$ cat src/rtl/obstacle_scheduler.sv
`default_nettype none
// ============================================================================
//  Module      : obstacle_scheduler
//  Description : Paces obstacle spawns for the game. A random interval
//                {rnd,4'b1111} (15..255 frame ticks) is loaded, counted
//                down on frame ticks, then a spawn request is held until
//                the obstacle engine acknowledges it or the ack timeout
//                expires (in which case a single 'missed' pulse is issued).
//
//  Ports
//    clk        in   1  system clock, rising edge active
//    reset      in   1  synchronous, active-high reset
//    en         in   1  game running; 0 parks the scheduler in IDLE
//    tick       in   1  one-cycle frame pulse (unit of the spawn gap)
//    rnd        in   4  random bits from the LFSR generator
//    spawn_ack  in   1  obstacle engine accepted the request
//    rnd_step   out  1  one-cycle pulse advancing the random generator
//    spawn_req  out  1  level, high for every cycle spent in REQ
//    missed     out  1  one-cycle pulse, request abandoned on timeout
//    gap        out  8  currently loaded interval, in ticks
//    count      out  8  ticks remaining before the request
//    state      out  2  IDLE=0, LOAD=1, COUNT=2, REQ=3
//
//  Revision    : 1.0  initial release
// ============================================================================
module obstacle_scheduler #(
    parameter int ACK_TIMEOUT = 255
) (
    input  logic       clk,
    input  logic       reset,
    input  logic       en,
    input  logic       tick,
    input  logic [3:0] rnd,
    input  logic       spawn_ack,
    output logic       rnd_step,
    output logic       spawn_req,
    output logic       missed,
    output logic [7:0] gap,
    output logic [7:0] count,
    output logic [1:0] state
);

    // ------------------------------------------------------------------
    // State encoding
    // ------------------------------------------------------------------
    localparam logic [1:0] S_IDLE  = 2'd0;
    localparam logic [1:0] S_LOAD  = 2'd1;
    localparam logic [1:0] S_COUNT = 2'd2;
    localparam logic [1:0] S_REQ   = 2'd3;

    // The timeout counter starts at 0 on the first REQ cycle, so the last
    // permitted REQ cycle is the one where it holds ACK_TIMEOUT-1.
    localparam logic [7:0] C_TIMEOUT_LAST = 8'(ACK_TIMEOUT - 1);

    logic [1:0] r_state;
    logic [1:0] w_next_state;
    logic [7:0] r_gap;
    logic [7:0] r_count;
    logic [7:0] r_to_cnt;
    logic       r_missed;

    logic       w_in_req;
    logic       w_timeout_hit;
    logic       w_req_exit;
    logic       w_last_tick;
    logic [7:0] w_load_val;

    // Low nibble forced to all-ones gives the 15-tick minimum interval.
    assign w_load_val    = {rnd, 4'b1111};

    assign w_in_req      = (r_state == S_REQ);

    // An ack in the same cycle as the timeout wins, so the timeout only
    // counts when no ack is present.
    assign w_timeout_hit = w_in_req && !spawn_ack && (r_to_cnt == C_TIMEOUT_LAST);

    // Either way the request is over; the en level picks LOAD or IDLE.
    assign w_req_exit    = w_in_req && (spawn_ack || w_timeout_hit);

    // Treat count<=1 as the final tick so a zero count can never wrap.
    assign w_last_tick   = (r_state == S_COUNT) && tick && (r_count <= 8'd1);

    // ------------------------------------------------------------------
    // FSM process 1: state register
    // ------------------------------------------------------------------
    always_ff @(posedge clk) begin
        if (reset) begin
            r_state <= S_IDLE;
        end else begin
            r_state <= w_next_state;
        end
    end

    // ------------------------------------------------------------------
    // FSM process 2: next-state logic
    // ------------------------------------------------------------------
    always_comb begin
        w_next_state = r_state;
        case (r_state)
            S_IDLE: begin
                if (en) begin
                    w_next_state = S_LOAD;
                end
            end
            S_LOAD: begin
                w_next_state = en ? S_COUNT : S_IDLE;
            end
            S_COUNT: begin
                if (!en) begin
                    w_next_state = S_IDLE;
                end else if (w_last_tick) begin
                    w_next_state = S_REQ;
                end
            end
            S_REQ: begin
                if (w_req_exit) begin
                    w_next_state = en ? S_LOAD : S_IDLE;
                end else if (!en) begin
                    w_next_state = S_IDLE;
                end
            end
            default: begin
                w_next_state = S_IDLE;
            end
        endcase
    end

    // ------------------------------------------------------------------
    // Datapath registers: interval, countdown, ack timeout, missed pulse
    // ------------------------------------------------------------------
    always_ff @(posedge clk) begin
        if (reset) begin
            r_gap    <= 8'd0;
            r_count  <= 8'd0;
            r_to_cnt <= 8'd0;
            r_missed <= 1'b0;
        end else begin
            r_missed <= w_timeout_hit;
            case (r_state)
                S_IDLE: begin
                    r_count  <= 8'd0;
                    r_to_cnt <= 8'd0;
                end
                S_LOAD: begin
                    // rnd is sampled while rnd_step is high; the generator
                    // advances on this same edge, ready for the next load.
                    if (en) begin
                        r_gap   <= w_load_val;
                        r_count <= w_load_val;
                    end else begin
                        r_count <= 8'd0;
                    end
                    r_to_cnt <= 8'd0;
                end
                S_COUNT: begin
                    if (!en) begin
                        r_count <= 8'd0;
                    end else if (tick) begin
                        if (r_count <= 8'd1) begin
                            r_count <= 8'd0;
                        end else begin
                            r_count <= r_count - 8'd1;
                        end
                    end
                    // Holding zero here means REQ always starts from zero.
                    r_to_cnt <= 8'd0;
                end
                S_REQ: begin
                    r_count <= 8'd0;
                    if (w_req_exit || !en) begin
                        r_to_cnt <= 8'd0;
                    end else begin
                        r_to_cnt <= r_to_cnt + 8'd1;
                    end
                end
                default: begin
                    r_count  <= 8'd0;
                    r_to_cnt <= 8'd0;
                end
            endcase
        end
    end

    // ------------------------------------------------------------------
    // FSM process 3: outputs, decoded from registered state only
    // ------------------------------------------------------------------
    always_comb begin
        rnd_step  = (r_state == S_LOAD);
        spawn_req = (r_state == S_REQ);
        missed    = r_missed;
        gap       = r_gap;
        count     = r_count;
        state     = r_state;
    end

endmodule
`default_nettype wire
$ cat config.mk
export PLATFORM = sky130hd
export DESIGN_NAME = obstacle_scheduler
export DESIGN_NICKNAME = d
export VERILOG_FILES = /design/src/rtl/obstacle_scheduler.sv
export SDC_FILE = /design/constraint.sdc
export NUM_CORES = 1
export LEC_CHECK = 0
export BUFFER_PORTS_ARGS = -buffer_cell sky130_fd_sc_hd__buf_2
export CORE_ASPECT_RATIO = 1.25
export CORE_MARGIN = 10
export CORE_UTILIZATION = 30
export DETAILED_ROUTE_END_ITERATION = 8
export SLEW_MARGIN = 20
export SYNTH_ARGS = -nofsm -noshare
export SYNTH_HDL_FRONTEND = slang
export SYNTH_SLANG_ARGS = --single-unit
$ cat constraint.sdc
create_clock -name clk -period 2.3 [get_ports clk]
set_input_delay 0.23 -clock clk [delete_from_list [all_inputs] [get_ports clk]]
set_output_delay 0.23 -clock clk [all_outputs]
set_load 0.005 [all_outputs]
==> impl_results.html <==
<table>
<tr><th>Metric</th><th>Value</th></tr>
<tr><th colspan="2">Synth</th></tr>
<tr><td>Most used flip-flop cell after synthesis</td><td>sky130_fd_sc_hd__dfxtp_1</td></tr>
<tr><td>Synthesized Nets</td><td>147</td></tr>
<tr><td>Mean post-synth cell area</td><td>8.47 um2</td></tr>
<tr><td>Synth Register Bits</td><td>24</td></tr>
<tr><td>Post-synthesis instance area</td><td>0.00113 mm2</td></tr>
<tr><td>Yosys cell types</td><td>36</td></tr>
<tr><td>Number of warning messages in the yosys log</td><td>0</td></tr>
<tr><td>Top cells by area, synth</td><td>sky130_fd_sc_hd__dfxtp_1 (42%), sky130_fd_sc_hd__nor2_1 (5.0%), sky130_fd_sc_hd__ha_1 (4.4%)</td></tr>
<tr><td>Leading area contributor after synthesis</td><td>sky130_fd_sc_hd__dfxtp_1</td></tr>
<tr><td>Post-Syn Instances</td><td>134</td></tr>
<tr><td>Leading cell types by count after synthesis</td><td>sky130_fd_sc_hd__dfxtp_1 (24), sky130_fd_sc_hd__nor2_1 (15), sky130_fd_sc_hd__nand2_1 (13)</td></tr>
<tr><td>Count of flip-flops with a built-in enable after synthesis</td><td>0</td></tr>
<tr><td>Yosys top cell area share</td><td>42.3%</td></tr>
<tr><td>Portion of the post-synthesis area used by sequential elements</td><td>42.3%</td></tr>
<tr><td>Dominant cell by count in the synthesized netlist</td><td>sky130_fd_sc_hd__dfxtp_1</td></tr>
<tr><td>Fraction of registers with async set/reset</td><td>0%</td></tr>
<tr><th colspan="2">Placed design</th></tr>
<tr><td>Placed Area</td><td>0.00129 mm2</td></tr>
<tr><td>Placed wire-length estimate</td><td>2.22 mm</td></tr>
<tr><td>Routability congestion estimate from global placement</td><td>0.889</td></tr>
<tr><td>IO buf count</td><td>29</td></tr>
<tr><td>Pre-CTS setup slack</td><td>0.452 ns</td></tr>
<tr><th colspan="2">Pwr</th></tr>
<tr><td>Peak supply drop</td><td>0.228 mV</td></tr>
<tr><td>Sequential cell fraction of total power</td><td>49.6%</td></tr>
<tr><td>Clock power frac</td><td>42.1%</td></tr>
<tr><td>Psw</td><td>0.184 mW</td></tr>
<tr><td>Sw Share</td><td>21.2%</td></tr>
<tr><td>Power per unit of standard cell area</td><td>639 mW/mm2</td></tr>
<tr><td>Internal power</td><td>0.686 mW</td></tr>
<tr><td>Relative contribution of combinational cells to total power</td><td>8.2%</td></tr>
<tr><td>Power, Total</td><td>0.871 mW</td></tr>
<tr><td>Leakage power figure</td><td>0.563 nW</td></tr>
<tr><th colspan="2">Layout</th></tr>
<tr><td>Final cell utilization of the core</td><td>38.1%</td></tr>
<tr><td>Layout cells sized above 1</td><td>21.9%</td></tr>
<tr><td>Final Cell Area</td><td>0.00136 mm2</td></tr>
<tr><td>Total inserted antenna cells</td><td>0</td></tr>
<tr><td>Layout-stage area growth over the synthesis result</td><td>20.1%</td></tr>
<tr><td>Final layout net count</td><td>174</td></tr>
<tr><th colspan="2">Timing</th></tr>
<tr><td>Maximum frequency from static timing analysis</td><td>0.531 GHz</td></tr>
<tr><td>Clock Skews</td><td>0.000869 ns</td></tr>
<tr><td>Actual transition at the worst max-transition pin</td><td>0.452 ns</td></tr>
<tr><td>RSZ-0062 raised after global routing</td><td>no</td></tr>
<tr><td>Setup violators final</td><td>0</td></tr>
<tr><td>Final setup TNS</td><td>0 ns</td></tr>
<tr><td>Max-slew violation count</td><td>0</td></tr>
<tr><td>PnR worst setup slack</td><td>0.416 ns</td></tr>
<tr><td>Fin crit period</td><td>1.88 ns</td></tr>
<tr><td>Hold Vio Cnt, Final</td><td>0</td></tr>
<tr><td>Max_slew headroom</td><td>69.8%</td></tr>
<tr><td>Final worst-path cycle share</td><td>81.9%</td></tr>
<tr><th colspan="2">Detailed routing</th></tr>
<tr><td>DRC violation total after the first TritonRoute iteration</td><td>124</td></tr>
<tr><td>Detailed-route wire length</td><td>2.80 mm</td></tr>
<tr><td>Post-route ant nets</td><td>0</td></tr>
<tr><td>Average vias per placed instance</td><td>5.26</td></tr>
<tr><td>DR pass1 iterations</td><td>4</td></tr>
<tr><td>Routed length per placed instance</td><td>14.1 um</td></tr>
<tr><td>Remaining design rule violation count</td><td>0</td></tr>
<tr><td>Via count</td><td>1047</td></tr>
<tr><th colspan="2">Die</th></tr>
<tr><td>Starting density of the core</td><td>31.8%</td></tr>
<tr><td>Die area</td><td>0.00666 mm2</td></tr>
<tr><td>I/O pin count</td><td>30</td></tr>
<tr><td>Core area</td><td>0.00357 mm2</td></tr>
<tr><td>Die X</td><td>75.0 um</td></tr>
<tr><td>Rows</td><td>24</td></tr>
<tr><td>Vertical die dimension</td><td>88.8 um</td></tr>
<tr><th colspan="2">CTS</th></tr>
<tr><td>Cts repair resizes</td><td>0</td></tr>
<tr><td>Insertion delay to the later sink of the worst-skew pair</td><td>0.26 ns</td></tr>
<tr><td>Inserted Clock Buffers</td><td>3</td></tr>
<tr><td>Number of buffers on the longest clock path</td><td>2</td></tr>
<tr><td>Library cell used as clock root buffer</td><td>sky130_fd_sc_hd__clkbuf_8</td></tr>
<tr><td>Buffer count from post-CTS setup fixing</td><td>0</td></tr>
<tr><td>Clock tree from TritonCTS</td><td>done</td></tr>
<tr><td>Sinks on the clock net</td><td>24</td></tr>
<tr><td>H-tree level count</td><td>1</td></tr>
<tr><td>Clock transition at the registers of the reported paths</td><td>0.09 ns</td></tr>
<tr><td>Number of buffers added to fix hold violations after cts</td><td>0</td></tr>
<tr><th colspan="2">Setup path</th></tr>
<tr><td>Launch point of the worst reg-to-reg path</td><td>count[0]</td></tr>
<tr><td>Worst path required time</td><td>2.48 ns</td></tr>
<tr><td>Crit Path Class</td><td>reg2reg</td></tr>
<tr><td>R2R setup slack</td><td>0.42 ns</td></tr>
<tr><td>Destination of the worst register-to-register timing path</td><td>count[3]</td></tr>
<tr><td>Critical path's top delay family</td><td>compound AO/OA/AOI/OAI gates</td></tr>
<tr><td>Kind of start point of the critical path</td><td>flip-flop</td></tr>
<tr><td>R2R depth</td><td>6</td></tr>
<tr><td>Slowest stage cell on the critical path</td><td>sky130_fd_sc_hd__dfxtp_1</td></tr>
<tr><td>Cells along the critical path</td><td>inv_1, ha_1, or2_2, a31oi_1, nand3b_1, a311oi_1</td></tr>
<tr><td>Type of destination of the critical path</td><td>flip-flop</td></tr>
<tr><td>Worst endpoint data arrival time</td><td>2.06 ns</td></tr>
<tr><td>CP Buf/Inv Count</td><td>1</td></tr>
<tr><td>Maximum single-stage delay on the critical path</td><td>0.38 ns</td></tr>
<tr><td>Biggest fanout along the worst timing path</td><td>5</td></tr>
<tr><th colspan="2">GRT</th></tr>
<tr><td>Wire length of the first global-routing pass</td><td>4.62 mm</td></tr>
<tr><td>Pin count of the biggest net entering global routing</td><td>19</td></tr>
<tr><td>Total overflow reported by the global router</td><td>0</td></tr>
<tr><td>Overall fraction of global-route tracks in use</td><td>8.58%</td></tr>
<tr><td>Vias in the first global route</td><td>1088</td></tr>
<tr><td>Initial antenna violation count</td><td>0</td></tr>
<tr><th colspan="2">Hold path</th></tr>
<tr><td>Min-Delay Endpoint</td><td>missed</td></tr>
<tr><td>Start point of the worst hold path</td><td>spawn_ack</td></tr>
<tr><td>Type of the worst min-delay path</td><td>in2reg</td></tr>
<tr><td>Hold depth</td><td>2</td></tr>
<tr><th colspan="2">Job</th></tr>
<tr><td>Max-cap viol count</td><td>0</td></tr>
<tr><th colspan="2">Status</th></tr>
<tr><td>Outcome</td><td>finished clean</td></tr>
</table>
==> through the flow <==
step	hold WS, ns	instances
after global placement	0.441	195
after detailed placement	0.448	195
final	0.175	199
after global routing	0.174	199
after CTS	0.176	199
after floorplan	0.309	134
==> cell usage in the layout, fill, tap and decap left out, types with 2 or more instances in the layout <==
master,count
sky130_fd_sc_hd__buf_2,29
sky130_fd_sc_hd__dfxtp_1,24
sky130_fd_sc_hd__nor2_1,15
sky130_fd_sc_hd__nand2_1,13
sky130_fd_sc_hd__inv_1,8
sky130_fd_sc_hd__a21oi_1,7
sky130_fd_sc_hd__nor3_1,6
sky130_fd_sc_hd__xor2_1,5
sky130_fd_sc_hd__nand3_1,5
sky130_fd_sc_hd__nand3b_1,4
sky130_fd_sc_hd__o21ai_0,4
sky130_fd_sc_hd__a211oi_1,4
sky130_fd_sc_hd__ha_1,4
sky130_fd_sc_hd__a31oi_1,3
sky130_fd_sc_hd__nand4_1,3
sky130_fd_sc_hd__clkbuf_8,3
sky130_fd_sc_hd__and3b_1,2
sky130_fd_sc_hd__nor4_1,2
==> area by class of cell <==
class | count | area (um2)
Tap cell | 39 | 48.8
Clock inverter | 1 | 30.0
Multi-Input combinational cell | 95 | 587
Timing Repair Buffer | 29 | 145
Clock buffer | 3 | 41.3
Fill cell | 398 | 2210
Sequential cell | 24 | 480
Inverter | 8 | 30.0
==> cell families after synthesis <==
kind of cell,synth area share (%)
mux,0.882
buf+inv,5.95
xor+xnor,4.63
compound gates,15.5
fa+ha+maj,4.41
flops,42.3
simple gates,26.2
==> metal layers <==
layer	up-vias	part of all wire, %	track usage [%]
met5	-	0	0
met4	0	1.0	3.10
met3	4	6.7	2.35
met2	26	53	16.0
met1	490	40	8.77
li1	527	-	-
==> flip-flops by register name, indices dropped and copies added (netlist names) <==
name      count
gap           5
r_to_cnt      8
state         2
count         8
missed        1
==> power by group through the flow <==
stage | combinational [mW] | sequential, mW | clock, mW
floorplan | 0.0460 | 0.442 | 0
global placement | 0.0716 | 0.442 | 0
detailed placement | 0.0727 | 0.442 | 0
finish | 0.0715 | 0.432 | 0.367
global route | 0.0817 | 0.434 | 0.397
CTS | 0.0730 | 0.432 | 0.374
==> worst max-delay path by stage <==
stage / from / end / slack [ns] / cells after the start
2_1_floorplan: count[0] / count[3] / 0.62 / 6
3_3_place_gp: count[0] / count[3] / 0.53 / 6
3_5_place_dp: count[0] / count[1] / 0.45 / 6
4_1_cts: count[0] / count[1] / 0.43 / 6
5_1_grt: count[0] / count[1] / 0.27 / 6
6_report: count[0] / count[3] / 0.42 / 6
Note: power is estimated with default switching activity, not from simulation.
